### src/rtl/elevator_pkg.sv
// Shared elevator definitions: floor geometry, loader state encoding and a
// small helper that maps an unset start floor onto the ground floor.
package elevator_pkg;
  localparam int NUM_FLOORS = 7;
  localparam int FLOOR_W    = 3;
  localparam int PASS_W     = 6;

  typedef enum logic [2:0] {
    S_IDLE  = 3'd0,
    S_LOAD  = 3'd1,
    S_START = 3'd2,
    S_RUN   = 3'd3,
    S_DONE  = 3'd4
  } state_t;

  function automatic logic [FLOOR_W-1:0] norm_floor(input logic [FLOOR_W-1:0] f);
    return (f == 3'd0) ? 3'd1 : f;
  endfunction
endpackage

### src/rtl/floor_slot.sv
// One floor's two-passenger request register; slot_a fills first, then slot_b.
module floor_slot
  import elevator_pkg::*;
(
  input  logic               clock,
  input  logic               reset_start,
  input  logic               clr,
  input  logic               we,
  input  logic [FLOOR_W-1:0] dst,
  output logic [PASS_W-1:0]  word,
  output logic               full
);
  logic [FLOOR_W-1:0] slot_a_r;
  logic [FLOOR_W-1:0] slot_b_r;

  // Slot storage: reset/clear empties both, a write lands in the first free slot.
  always_ff @(posedge clock) begin
    if (!reset_start) begin
      slot_a_r <= 3'd0;
      slot_b_r <= 3'd0;
    end else if (clr) begin
      slot_a_r <= 3'd0;
      slot_b_r <= 3'd0;
    end else if (we) begin
      if (slot_a_r == 3'd0) begin
        slot_a_r <= dst;
      end else if (slot_b_r == 3'd0) begin
        slot_b_r <= dst;
      end else begin
        slot_a_r <= slot_a_r;
      end
    end else begin
      slot_a_r <= slot_a_r;
    end
  end

  assign word = {slot_b_r, slot_a_r};
  assign full = (slot_a_r != 3'd0) && (slot_b_r != 3'd0);
endmodule

### src/rtl/passenger_loader.sv
// Collects passenger requests into per-floor slot words, then starts the
// elevator core and times the run until the building empties or times out.
module passenger_loader
  import elevator_pkg::*;
#(
  parameter int unsigned MAX_CYCLES = 200
) (
  input  logic               clock,
  input  logic               reset_start,
  input  logic               req_valid,
  output logic               req_ready,
  input  logic [FLOOR_W-1:0] req_src,
  input  logic [FLOOR_W-1:0] req_dst,
  input  logic               commit,
  input  logic               clear,
  input  logic [FLOOR_W-1:0] init_1,
  input  logic [FLOOR_W-1:0] init_2,
  input  logic [PASS_W-1:0]  remaining_1,
  input  logic [PASS_W-1:0]  remaining_2,
  input  logic [PASS_W-1:0]  remaining_3,
  input  logic [PASS_W-1:0]  remaining_4,
  input  logic [PASS_W-1:0]  remaining_5,
  input  logic [PASS_W-1:0]  remaining_6,
  input  logic [PASS_W-1:0]  remaining_7,
  input  logic [PASS_W-1:0]  boarding_1,
  input  logic [PASS_W-1:0]  boarding_2,
  output logic [PASS_W-1:0]  passenger_1,
  output logic [PASS_W-1:0]  passenger_2,
  output logic [PASS_W-1:0]  passenger_3,
  output logic [PASS_W-1:0]  passenger_4,
  output logic [PASS_W-1:0]  passenger_5,
  output logic [PASS_W-1:0]  passenger_6,
  output logic [PASS_W-1:0]  passenger_7,
  output logic [FLOOR_W-1:0] init_elevator_1,
  output logic [FLOOR_W-1:0] init_elevator_2,
  output logic               core_start,
  output logic               busy,
  output logic               done,
  output logic               timeout,
  output logic               req_err,
  output logic [7:0]         trip_cycles
);
  state_t             state_r, next_state_s;
  logic               ready_r, busy_r, done_r, core_start_r, timeout_r, req_err_r;
  logic [7:0]         trip_r, trip_inc_s;
  logic [FLOOR_W-1:0] init1_r, init2_r;
  logic               hs_s, bad_s, we_s, clr_slots_s, all_zero_s, timeout_hit_s;
  logic [NUM_FLOORS:0] full_s;
  logic [PASS_W-1:0]  word_s [1:NUM_FLOORS];

  assign hs_s        = req_valid && ready_r;
  assign bad_s       = (req_src == 3'd0) || (req_dst == 3'd0) || (req_src == req_dst) || full_s[req_src];
  assign we_s        = hs_s && !bad_s;
  assign clr_slots_s = (state_r == S_DONE) && clear;
  assign all_zero_s  = ~|{remaining_1, remaining_2, remaining_3, remaining_4, remaining_5,
                          remaining_6, remaining_7, boarding_1, boarding_2};
  assign trip_inc_s    = (trip_r == 8'd255) ? 8'd255 : trip_r + 8'd1;
  assign timeout_hit_s = ({24'd0, trip_inc_s} >= MAX_CYCLES);
  assign full_s[0]     = 1'b0;

  for (genvar g = 1; g <= NUM_FLOORS; g++) begin : g_floor
    floor_slot u_slot (
      .clock      (clock),
      .reset_start(reset_start),
      .clr        (clr_slots_s),
      .we         (we_s && (req_src == FLOOR_W'(g))),
      .dst        (req_dst),
      .word       (word_s[g]),
      .full       (full_s[g])
    );
  end

  // Next-state decode for the load/start/run/done sequence.
  always_comb begin
    next_state_s = state_r;
    case (state_r)
      S_IDLE:  if (hs_s) next_state_s = S_LOAD; else next_state_s = S_IDLE;
      S_LOAD:  if (commit) next_state_s = S_START; else next_state_s = S_LOAD;
      S_START: next_state_s = S_RUN;
      S_RUN:   if (all_zero_s || timeout_hit_s) next_state_s = S_DONE; else next_state_s = S_RUN;
      S_DONE:  if (clear) next_state_s = S_IDLE; else next_state_s = S_DONE;
      default: next_state_s = S_IDLE;
    endcase
  end

  // State register plus status outputs registered against the next state.
  always_ff @(posedge clock) begin
    if (!reset_start) begin
      state_r      <= S_IDLE;
      ready_r      <= 1'b0;
      busy_r       <= 1'b0;
      done_r       <= 1'b0;
      core_start_r <= 1'b0;
      timeout_r    <= 1'b0;
      req_err_r    <= 1'b0;
      trip_r       <= 8'd0;
      init1_r      <= 3'd1;
      init2_r      <= 3'd1;
    end else begin
      state_r      <= next_state_s;
      ready_r      <= (next_state_s == S_IDLE) || (next_state_s == S_LOAD);
      busy_r       <= (next_state_s != S_IDLE);
      done_r       <= (next_state_s == S_DONE);
      core_start_r <= (next_state_s == S_START);
      if (hs_s && bad_s) begin
        req_err_r <= 1'b1;
      end else if (clr_slots_s) begin
        req_err_r <= 1'b0;
      end
      if ((state_r == S_LOAD) && commit) begin
        init1_r <= norm_floor(init_1);
        init2_r <= norm_floor(init_2);
      end
      // Completion wins over timeout, so timeout only flags a run that is still occupied.
      case (state_r)
        S_START: begin
          trip_r    <= 8'd0;
          timeout_r <= 1'b0;
        end
        S_RUN: begin
          trip_r    <= trip_inc_s;
          timeout_r <= !all_zero_s && timeout_hit_s;
        end
        default: begin
          trip_r    <= trip_r;
          timeout_r <= timeout_r;
        end
      endcase
    end
  end

  assign req_ready       = ready_r;
  assign busy            = busy_r;
  assign done            = done_r;
  assign core_start      = core_start_r;
  assign timeout         = timeout_r;
  assign req_err         = req_err_r;
  assign trip_cycles     = trip_r;
  assign init_elevator_1 = init1_r;
  assign init_elevator_2 = init2_r;
  assign passenger_1     = word_s[1];
  assign passenger_2     = word_s[2];
  assign passenger_3     = word_s[3];
  assign passenger_4     = word_s[4];
  assign passenger_5     = word_s[5];
  assign passenger_6     = word_s[6];
  assign passenger_7     = word_s[7];
endmodule

### config.mk
export PLATFORM = sky130hd
export DESIGN_NAME = passenger_loader
export DESIGN_NICKNAME = d
export VERILOG_FILES = /design/src/rtl/elevator_pkg.sv /design/src/rtl/floor_slot.sv /design/src/rtl/passenger_loader.sv
export SDC_FILE = /design/constraint.sdc
export NUM_CORES = 1
export LEC_CHECK = 0
export ABC_AREA = 1
export BUFFER_PORTS_ARGS = -buffer_cell sky130_fd_sc_hd__buf_4
export CELL_PAD_IN_SITES_DETAIL_PLACEMENT = 1
export CELL_PAD_IN_SITES_GLOBAL_PLACEMENT = 1
export CORE_MARGIN = 3
export CORE_UTILIZATION = 30
export DETAILED_ROUTE_END_ITERATION = 8
export PLACE_DENSITY_LB_ADDON = 0.1
export REMOVE_ABC_BUFFERS = 1
export SETUP_SLACK_MARGIN = 0.2
export SLEW_MARGIN = 10
export SYNTH_ARGS = -nofsm -noshare
export SYNTH_HDL_FRONTEND = slang
export SYNTH_SLANG_ARGS = --single-unit
### constraint.sdc
create_clock -name clock -period 1.45 [get_ports clock]
set_input_delay 0.2175 -clock clock [delete_from_list [all_inputs] [get_ports clock]]
set_output_delay 0.2175 -clock clock [all_outputs]
set_load 0.1 [all_outputs]
After elaboration in Yosys (flattened, before gate mapping)
Cells that the tools add are included.
Word-level totals
  register bits: 65
  word-level logic and storage cells: 145
  output and inout bits: 62
  input bits: 71
Operators by class
  multiplexer cells: 14
  order comparisons: 2
  $add $sub $neg: 1
  reduce and logical (&&, ||, !) cells: 80
  bitwise gates (word level): 8
  equal/unequal tests: 16
Operators by type and width (number)
  $logic_not A3 Y1: 20
  $reduce_or A54 Y1: 1
  $reduce_bool A3 Y1: 15
  $reduce_and A3 Y1: 7
  $logic_and A1 B1 Y1: 20
  $eq A3 B3 Y1 const B: 6
  $pmux W8 S2: 1
  $eq A3 B2 Y1 const B: 5
  $pmux W3 S5: 1
  $reduce_and A2 Y1: 7
  $mux W3: 4
  $eq A3 B1 Y1 const B: 3
  $add A8 B1 Y8 const B: 1
  $eq A8 B8 Y1 const B: 1
  $ge A8 B8 Y1 const B: 1
  $mux W8: 1
  $not A1 Y1: 8
  $logic_or A1 B1 Y1: 5
  $lt A3 B4 Y1 const B: 1
  $mux W1: 4
  $reduce_bool A2 Y1: 2
  $bmux W1 S3: 1
  $eq A3 B3 Y1: 1
  $logic_not A1 Y1: 2
  3 further kinds: 3

Depth between registers and ports, before layout
Gate-level depths: netlist of the first run.
  word-level depth: 9
  gate-level depth with buffers: 13
  depth with buffers taken out: 13

Hierarchy
Synthesis of the first run repeated with hierarchy kept, for this count alone.
Second synthesis, totals
  cell total of the unflattened synthesis: 489
  area, all modules: 3296.9 um^2
By module, submodules not included
  floor_slot: area an instance 256.5 um^2, seq. area each 120.1 um^2, instances 7, cells each 34
  passenger_loader: area an instance 1501.4 um^2, seq. area each 460.4 um^2, instances 1, cells each 251

Worst setup path after synthesis of the first run
OpenSTA, ideal clock, no wires.
  kind: reg-to-reg
  start point: register trip_r[0] (netlist: trip_cycles[0])
  end point: register busy_r (netlist: busy)
  slack: -947 ps
  data required time: 1328 ps
  setup time: 122 ps
  arrival time: 2276 ps
  clock period less this slack: 2397 ps
  buffers on the path: 0
  stages on the path, launching flop included: 13
  path through: dfxtp_1 > ha_1 > nand3_1 > nor2_2 > nand2_1 > nand2_1 > nor2_1 > nand3_1 > nand2_1 > nand3_1 > nand2_1 > nand2_1 > nand3_1
Between the ends
  word-level cells in the longest chain between the ends: 7
  elaborated cells between the ends (all ways): 8
  classes of those cells: add/sub (1); order compare (1); eq/ne (1); mux (3); reduce/logical (2)
RTL lines
  from (decl): line passenger_loader.sv:45  | logic [7:0] trip_r, trip_inc_s;
  from (signal assigned): line passenger_loader.sv:121  | trip_r <= trip_inc_s;
  from (signal assigned): line passenger_loader.sv:125  | trip_r <= trip_r;
  $add A8 B1 Y8 / $eq A8 B8 Y1 (equally long branches): line passenger_loader.sv:57  | assign trip_inc_s = (trip_r == 8'd255) ? 8'd255 : trip_r + 8'd1;
  $mux W8 *: line passenger_loader.sv:57
  $ge A8 B8 Y1 *: line passenger_loader.sv:58  | assign timeout_hit_s = ({24'd0, trip_inc_s} >= MAX_CYCLES);
  $logic_or A1 B1 Y1 *: line passenger_loader.sv:80  | S_RUN: if (all_zero_s || timeout_hit_s) next_state_s = S_DONE; else next_state_s = S_RUN;
  $mux W3 *: line passenger_loader.sv:80
  $pmux W3 S5 *: line passenger_loader.sv:76  | case (state_r)
  $reduce_bool A3 Y1 *: line passenger_loader.sv:102  | busy_r <= (next_state_s != S_IDLE);
  to (signal assigned): line passenger_loader.sv:102
  to (decl): line passenger_loader.sv:44  | logic ready_r, busy_r, done_r, core_start_r, timeout_r, req_err_r;
Mark *: on every way between the ends. The rest lies on a longest branch, timed or not.
A chain may end at the register's enable or synchronous reset.

Final worst setup path of the first run
  start point: register g_floor[1].u_slot.slot_a_r[2]
  end point: register g_floor[7].u_slot.slot_a_r[0]
Between the ends
  word-level cells in the longest chain between the ends: 9
RTL lines
  from (decl): line floor_slot.sv:13  | logic [FLOOR_W-1:0] slot_a_r;
  from (signal assigned): line floor_slot.sv:26  | slot_a_r <= dst;
  from (signal assigned): line floor_slot.sv:30  | slot_a_r <= slot_a_r;
  from (signal assigned): line floor_slot.sv:33  | slot_a_r <= slot_a_r;
  $reduce_bool A3 Y1: line floor_slot.sv:38  | assign full = (slot_a_r != 3'd0) && (slot_b_r != 3'd0);
  $logic_and A1 B1 Y1: line floor_slot.sv:38
  $bmux W1 S3: line passenger_loader.sv:52  | assign bad_s = (req_src == 3'd0) || (req_dst == 3'd0) || (req_src == req_dst) || full_s[req_src];
  $mux W1 (implied by the code): line passenger_loader.sv:52
  $logic_or A1 B1 Y1: line passenger_loader.sv:52
  $logic_not A1 Y1: line passenger_loader.sv:53  | assign we_s = hs_s && !bad_s;
  $logic_and A1 B1 Y1: line passenger_loader.sv:53
  $logic_and A1 B1 Y1: line passenger_loader.sv:66  | .we (we_s && (req_src == FLOOR_W'(g))),
  $reduce_and A2 Y1 (no source line)
  to (signal assigned): line floor_slot.sv:26
  to (signal assigned): line floor_slot.sv:30
  to (signal assigned): line floor_slot.sv:33
  to (decl): line floor_slot.sv:13
No other way between the ends. The select of a mux whose other input is x is not followed.

==> out/summary.txt, run 1 <==
1st-pass router iterations: 4
Final #Nets: 729
cells after synthesis: 441
Pins Over Slew Limit: 0
Worst Setup SP: g_floor[1].u_slot.slot_a_r[2]
reg-to-reg endpoint: g_floor[7].u_slot.slot_a_r[0]
# DRC: 0
flops & latches, synth: 65
post-synthesis sequential area ratio: 41.2%
total CTS buffers: 9
CTS tree: yes
final std cells w/o fill: 795
Syn. warnings: 0
crit path DAT: 1.93 ns
GR Overflow Total: 0
Layout fillers: 1,188
prevailing post-synth register cell: dfxtp_1
crit path to: g_floor[7].u_slot.slot_a_r[0]
ANT nets after route: 0
Hold Slack: 0.0675 ns
CTS Hold Bufs: 0
H-tree lvl count: 3
CTS sink cnt: 65
Final setup viols: 50
Hold Path Class: in2reg
pin slew with the least headroom to its limit: 0.451 ns
Pwr Density: 725 mW/mm^2
outcome: complete, but fails checks
max-cap check violation count: 0
Die Y: 109 um
n_diodes: 0
worst vdd ir: 549 uV
Skew-Pair Late Insertion Delay: 0.35 ns
largest net degree at the start of global routing: 43
commonest cells after routing, fill and taps aside: buf_4 (146), nor2_1 (51), nand4_1 (48)
DP Cell Count: 758
die area: 0.0118 mm^2
routability congestion estimate: 0.795
Starting Density: 31.6%
Final period util: 114%
relative slew slack: 69.8%
violated checks: setup timing
GRT Total Usage: 20.2%
Reg2Reg Setup Slack: -0.21 ns
FMAX: 604 MHz
clock root buffer: clkbuf_8
port bufs: 132
vias per std cell: 4.89
Worst Setup End Kind: register
setup TNS: -8.07 ns
vias in the first global route: 4,029
Synth Cell Area: 0.00316 mm^2
synthesis-to-layout area growth: 92.5%
async set-reset flop share out of synthesis: 0%
Die Span X: 109 um
Avg Inst Size Synth: 7.16 um^2
first-pass GRT wire length: 18.8 mm
Critical Path Start Type: register
Vias: 3,891
Max clock buf depth: 2
kind of critical path: reg2reg
endpoints failing hold: 0
number of synthesized flops with an enable pin: 0
routed len/inst: 16.7 um
WL final: 13.3 mm
clock skew: 0.0133 ns
Final min period: 1.66 ns
CTS clk-pin slew, worst paths: 0.08 ns
Power Total: 4.40 mW
Rows: 36
Reg2Reg Depth: 11
RSZ-0062 raised after global routing: true
Cell variety after synth: 32
initial antenna violation count: 0
RR Startpoint: g_floor[1].u_slot.slot_a_r[2]
Ports: 133
layout cell share with drive strength beyond 1: 56.3%
PnR worst setup slack: -0.206 ns
critical path required time: 1.73 ns
DR iter-0 viols: 75
Crit Path Max Fanout: 9
Core Footprint: 0.0100 mm^2
LEAKAGE: 2.69 nW
hpwl dp: 8.47 mm
most common cell after layout, fill and taps aside: buf_4
==> report_power, final <==
group,total [mW],switching [mW],internal [mW]
Combinational,0.955,0.577,0.378
Clock,1.60,0.762,0.836
Sequential,1.85,0.0332,1.82
Total,4.40,1.37,3.03
==> metal layers <==
layer | vias up | global-route usage [%] | wire (um)
met4 | 0 | 6.04 | 349
met3 | 27 | 5.61 | 530
met1 | 1884 | 21.7 | 5120
met2 | 93 | 38.3 | 7320
met5 | - | 0 | 0
li1 | 1887 | - | -
==> synth_stat cells, types with 2 or more instances <==
library cell	instances	area share (%)
buf_6	7	2.5
nor2_1	62	7.4
a21oi_1	57	9.0
clkbuf_1	3	0.36
nor2_2	3	0.59
xor2_1	2	0.55
nand4_1	48	9.5
xnor2_1	3	0.83
inv_1	71	8.4
clkbuf_8	5	2.2
nand2_1	54	6.4
nand3_1	34	5.4
dfxtp_1	65	41
nand2_2	2	0.40
o21ai_0	5	0.79
nor3_1	3	0.48
nor4_1	2	0.40
==> critical path, stage by stage (launching register included) <==
cell	delay [ns]
dfxtp_1	0.32
inv_1	0.10
nand3_2	0.10
nand3_1	0.11
nand3_2	0.08
nand2_2	0.08
nand3_4	0.10
nor2_4	0.14
buf_12	0.14
buf_12	0.12
nand4_1	0.12
a21oi_2	0.16
==> layout make-up <==
cell class	instances	area [um^2]	share of cell area, %
repair buffers	223	2340	38.6
multi-input cells	285	1740	28.6
flip-flops and latches	65	1350	22.2
inverters	73	282	4.63
well taps	133	166	2.74
clock buffers	11	141	2.33
clock inverters	5	55.1	0.906
==> registers in the layout, indices dropped and copies added (netlist names) <==
register	cells
core_start	1
timeout	1
g_floor.u_slot.slot_a_r	21
init_elevator_1	3
init_elevator_2	3
done	1
state_r	3
busy	1
req_ready	1
req_err	1
trip_cycles	8
g_floor.u_slot.slot_b_r	21
==> worst min-delay path by stage <==
| stage | startpoint | cells past startpoint | to | slack (ns) |
|---|---|---|---|---|
| global route | init_2[0] | 3 | init_elevator_2[0] | 0.08 |
| global placement | init_2[0] | 3 | init_elevator_2[0] | 0.44 |
| floorplan | reset_start | 2 | state_r[0] | 0.33 |
| detailed placement | init_1[0] | 3 | init_elevator_1[0] | 0.44 |
| CTS | init_1[0] | 3 | init_elevator_1[0] | 0.06 |
| finish | init_1[0] | 3 | init_elevator_1[0] | 0.07 |
==> what timing repair did <==
item | in CTS | in global routing
pin swaps | 7 | 46
gates resized for setup | 112 | 178
endpoints found under the setup margin | 106 | 108
setup buffers | 7 | 10
gates cloned | 0 | 4
==> stage by stage <==
step                      util (%)  instance area, um^2  setup WS, ns
after floorplan                  -                 2980        -0.949
after global placement        47.0                 4700        -0.139
after detailed placement      47.0                 4700        -0.235
after CTS                     53.6                 5360        -0.149
after global routing          60.8                 6080        -0.342
final                         60.8                 6080        -0.206
==> cells by family (layout without fill, tap and decap cells) <==
group                      after synthesis  in the layout  share of synthesized area (%)
and+or+nand+nor                        214            214                           32.2
buffers and inverters                   91            312                           14.4
AOI/OAI and AO/OA                       65             65                           10.4
DFF                                     65             65                           41.2
xor gates and xnor gates                 5              5                           1.39
adders and majority gates                1              1                          0.396
(Power assumes the default switching activity.)
==> run 2: changes to the inputs <==
--- a/config.mk
+++ b/config.mk
@@ -13,7 +13,6 @@
 export CORE_UTILIZATION = 30
 export DETAILED_ROUTE_END_ITERATION = 8
 export PLACE_DENSITY_LB_ADDON = 0.1
-export REMOVE_ABC_BUFFERS = 1
 export SETUP_SLACK_MARGIN = 0.2
 export SLEW_MARGIN = 10
 export SYNTH_ARGS = -nofsm -noshare
==> run 2 against run 1 <==
Net effect: the flow still finishes with violations (setup timing); final cell count shrank 1.5%; core utilization fell by 2.2 points; power fell by 5.2%; wire length is 2.7% lower; worst hold slack better by 0.027 ns; via count shrank 0.26%; sequential cell count unchanged; sequential share of layout area rose by 3.4 points; critical path depth unchanged; global-route usage is 0.53 points higher; largest cell class unchanged; largest power group unchanged.
==> out/summary.txt, run 2 (synthesis results as in run 1) <==
outcome: complete, but fails checks
violated checks: setup timing
first-pass GRT wire length: 19.2 mm
synthesis-to-layout area growth: 85.5%
Die Y: 109 um
Rows: 36
clock skew: 0.0137 ns
ANT nets after route: 0
Core Footprint: 0.0100 mm^2
Critical Path Start Type: register
endpoints failing hold: 0
layout cell share with drive strength beyond 1: 58.6%
final std cells w/o fill: 783
# DRC: 0
Final #Nets: 717
hpwl dp: 8.71 mm
Skew-Pair Late Insertion Delay: 0.35 ns
dpl ws: -0.210 ns
relative slew slack: 70.9%
Vias: 3,881
FMAX: 575 MHz
Pins Over Slew Limit: 0
Max clock buf depth: 2
critical path required time: 1.72 ns
CTS clk-pin slew, worst paths: 0.08 ns
Pwr Density: 713 mW/mm^2
CTS tree: yes
routed len/inst: 16.5 um
Hold Path Class: in2reg
Worst Setup End Kind: register
clock root buffer: clkbuf_8
Layout fillers: 1,239
crit path DAT: 2.01 ns
vias per std cell: 4.96
most common cell after layout, fill and taps aside: buf_4
Die Span X: 109 um
GR Overflow Total: 0
Hold Slack: 0.0948 ns
Post-Syn Nets: 513
RSZ-0062 raised after global routing: true
H-tree lvl count: 3
1st-pass router iterations: 4
routability congestion estimate: 0.869
CTS Hold Bufs: 0
worst-path cell chain: inv_2, nand3_2, nand3_1, nand3_1, nand2_1, nand3_2, nor2_4, buf_12, clkbuf_16, nand4_1, a21oi_1
Final period util: 120%
Ports: 133
CP peak stage delay: 0.35 ns
Final setup viols: 54
GRT Total Usage: 20.8%
WL final: 12.9 mm
pin slew with the least headroom to its limit: 0.435 ns
total CTS buffers: 9
initial antenna violation count: 0
port bufs: 132
n_diodes: 0
max-cap check violation count: 0
PnR worst setup slack: -0.288 ns
commonest cells after routing, fill and taps aside: buf_4 (160), nor2_1 (53), dfxtp_4 (52)
DR iter-0 viols: 87
Max stage delay cell, worst path: dfxtp_4
kind of critical path: reg2reg
LEAKAGE: 2.58 nW
worst vdd ir: 508 uV
Starting Density: 31.6%
Final min period: 1.74 ns
CTS sink cnt: 65
DP Cell Count: 746
die area: 0.0118 mm^2
largest net degree at the start of global routing: 36
Crit Path Max Fanout: 5
vias in the first global route: 4,054
==> run 2: cell types whose count changed in the layout (fill, tap and decap cells not counted), moves of 4 or more <==
cell and delta:
buf_6 -11, nand2_1 +4, dfxtp_2 -16, dfxtp_1 -30
buf_4 +14, nand2_2 -5, buf_12 -19, nand3_1 +5
dfxtp_4 +46
==> run 2: path summary, 6_finish.rpt <==
path                                                      end  cells after the start                     startpoint  slack (ns)
worst max-delay path            g_floor[6].u_slot.slot_a_r[2]                     11  g_floor[2].u_slot.slot_a_r[1]       -0.29
worst min-delay path                       init_elevator_2[0]                      3                      init_2[0]        0.09
worst max register to register  g_floor[6].u_slot.slot_a_r[2]                     11  g_floor[2].u_slot.slot_a_r[1]       -0.29
worst min register to register                        timeout                      2                        timeout        0.47
==> run 2: worst max-delay path, delay by kind of cell (launching register included) <==
kind	cells	cell delay, ns
AOI/OAI and AO/OA	1	0.17
buffers and inverters	3	0.36
DFF	1	0.35
and+or+nand+nor	7	0.79
==> run 2: layer usage <==
| metal | part of all wire [%] | global-route usage [%] |
|---|---|---|
| met1 | 39 | 22.8 |
| met2 | 55 | 38.6 |
| met3 | 4.6 | 4.90 |
| met4 | 1.7 | 7.48 |
| met5 | 0 | 0 |
==> run 2: timing repair <==
item | CTS | global route
setup endpoints to repair | 87 | 91
pin swaps | 11 | 38
resized for setup | 60 | 107
cloned | 2 | 4
buffers inserted | 6 | 9
==> run 2: final cells by class <==
| type | count | area (um^2) | area share (%) |
|---|---|---|---|
| multi-input cells | 285 | 1690 | 28.9 |
| inverters | 73 | 283 | 4.83 |
| well taps | 133 | 166 | 2.84 |
| flip-flops and latches | 65 | 1500 | 25.6 |
| repair buffers | 211 | 2040 | 34.9 |
| clock inverters | 5 | 31.3 | 0.534 |
| clock buffers | 11 | 141 | 2.41 |
==> run 2: power breakdown <==
part           switching (mW)  internal [mW]  total, mW
Clock                   0.767          0.662       1.43
Combinational           0.588          0.388      0.976
Sequential             0.0306           1.74       1.77
Total                    1.39           2.79       4.17
==> run 2: through the flow <==
| step | total power [mW] | cell area [um^2] | setup TNS, ns | utilization, % |
|---|---|---|---|---|
| 2_1_floorplan | 2.30 | 3380 | -3.44 | - |
| 3_3_place_gp | 2.58 | 4820 | -4.38 | 48.2 |
| 3_5_place_dp | 2.60 | 4820 | -6.03 | 48.2 |
| 4_1_cts | 4.07 | 5310 | -6.53 | 53.1 |
| 5_1_grt | 4.34 | 5860 | -16.96 | 58.6 |
| 6_report | 4.17 | 5860 | -10.77 | 58.6 |
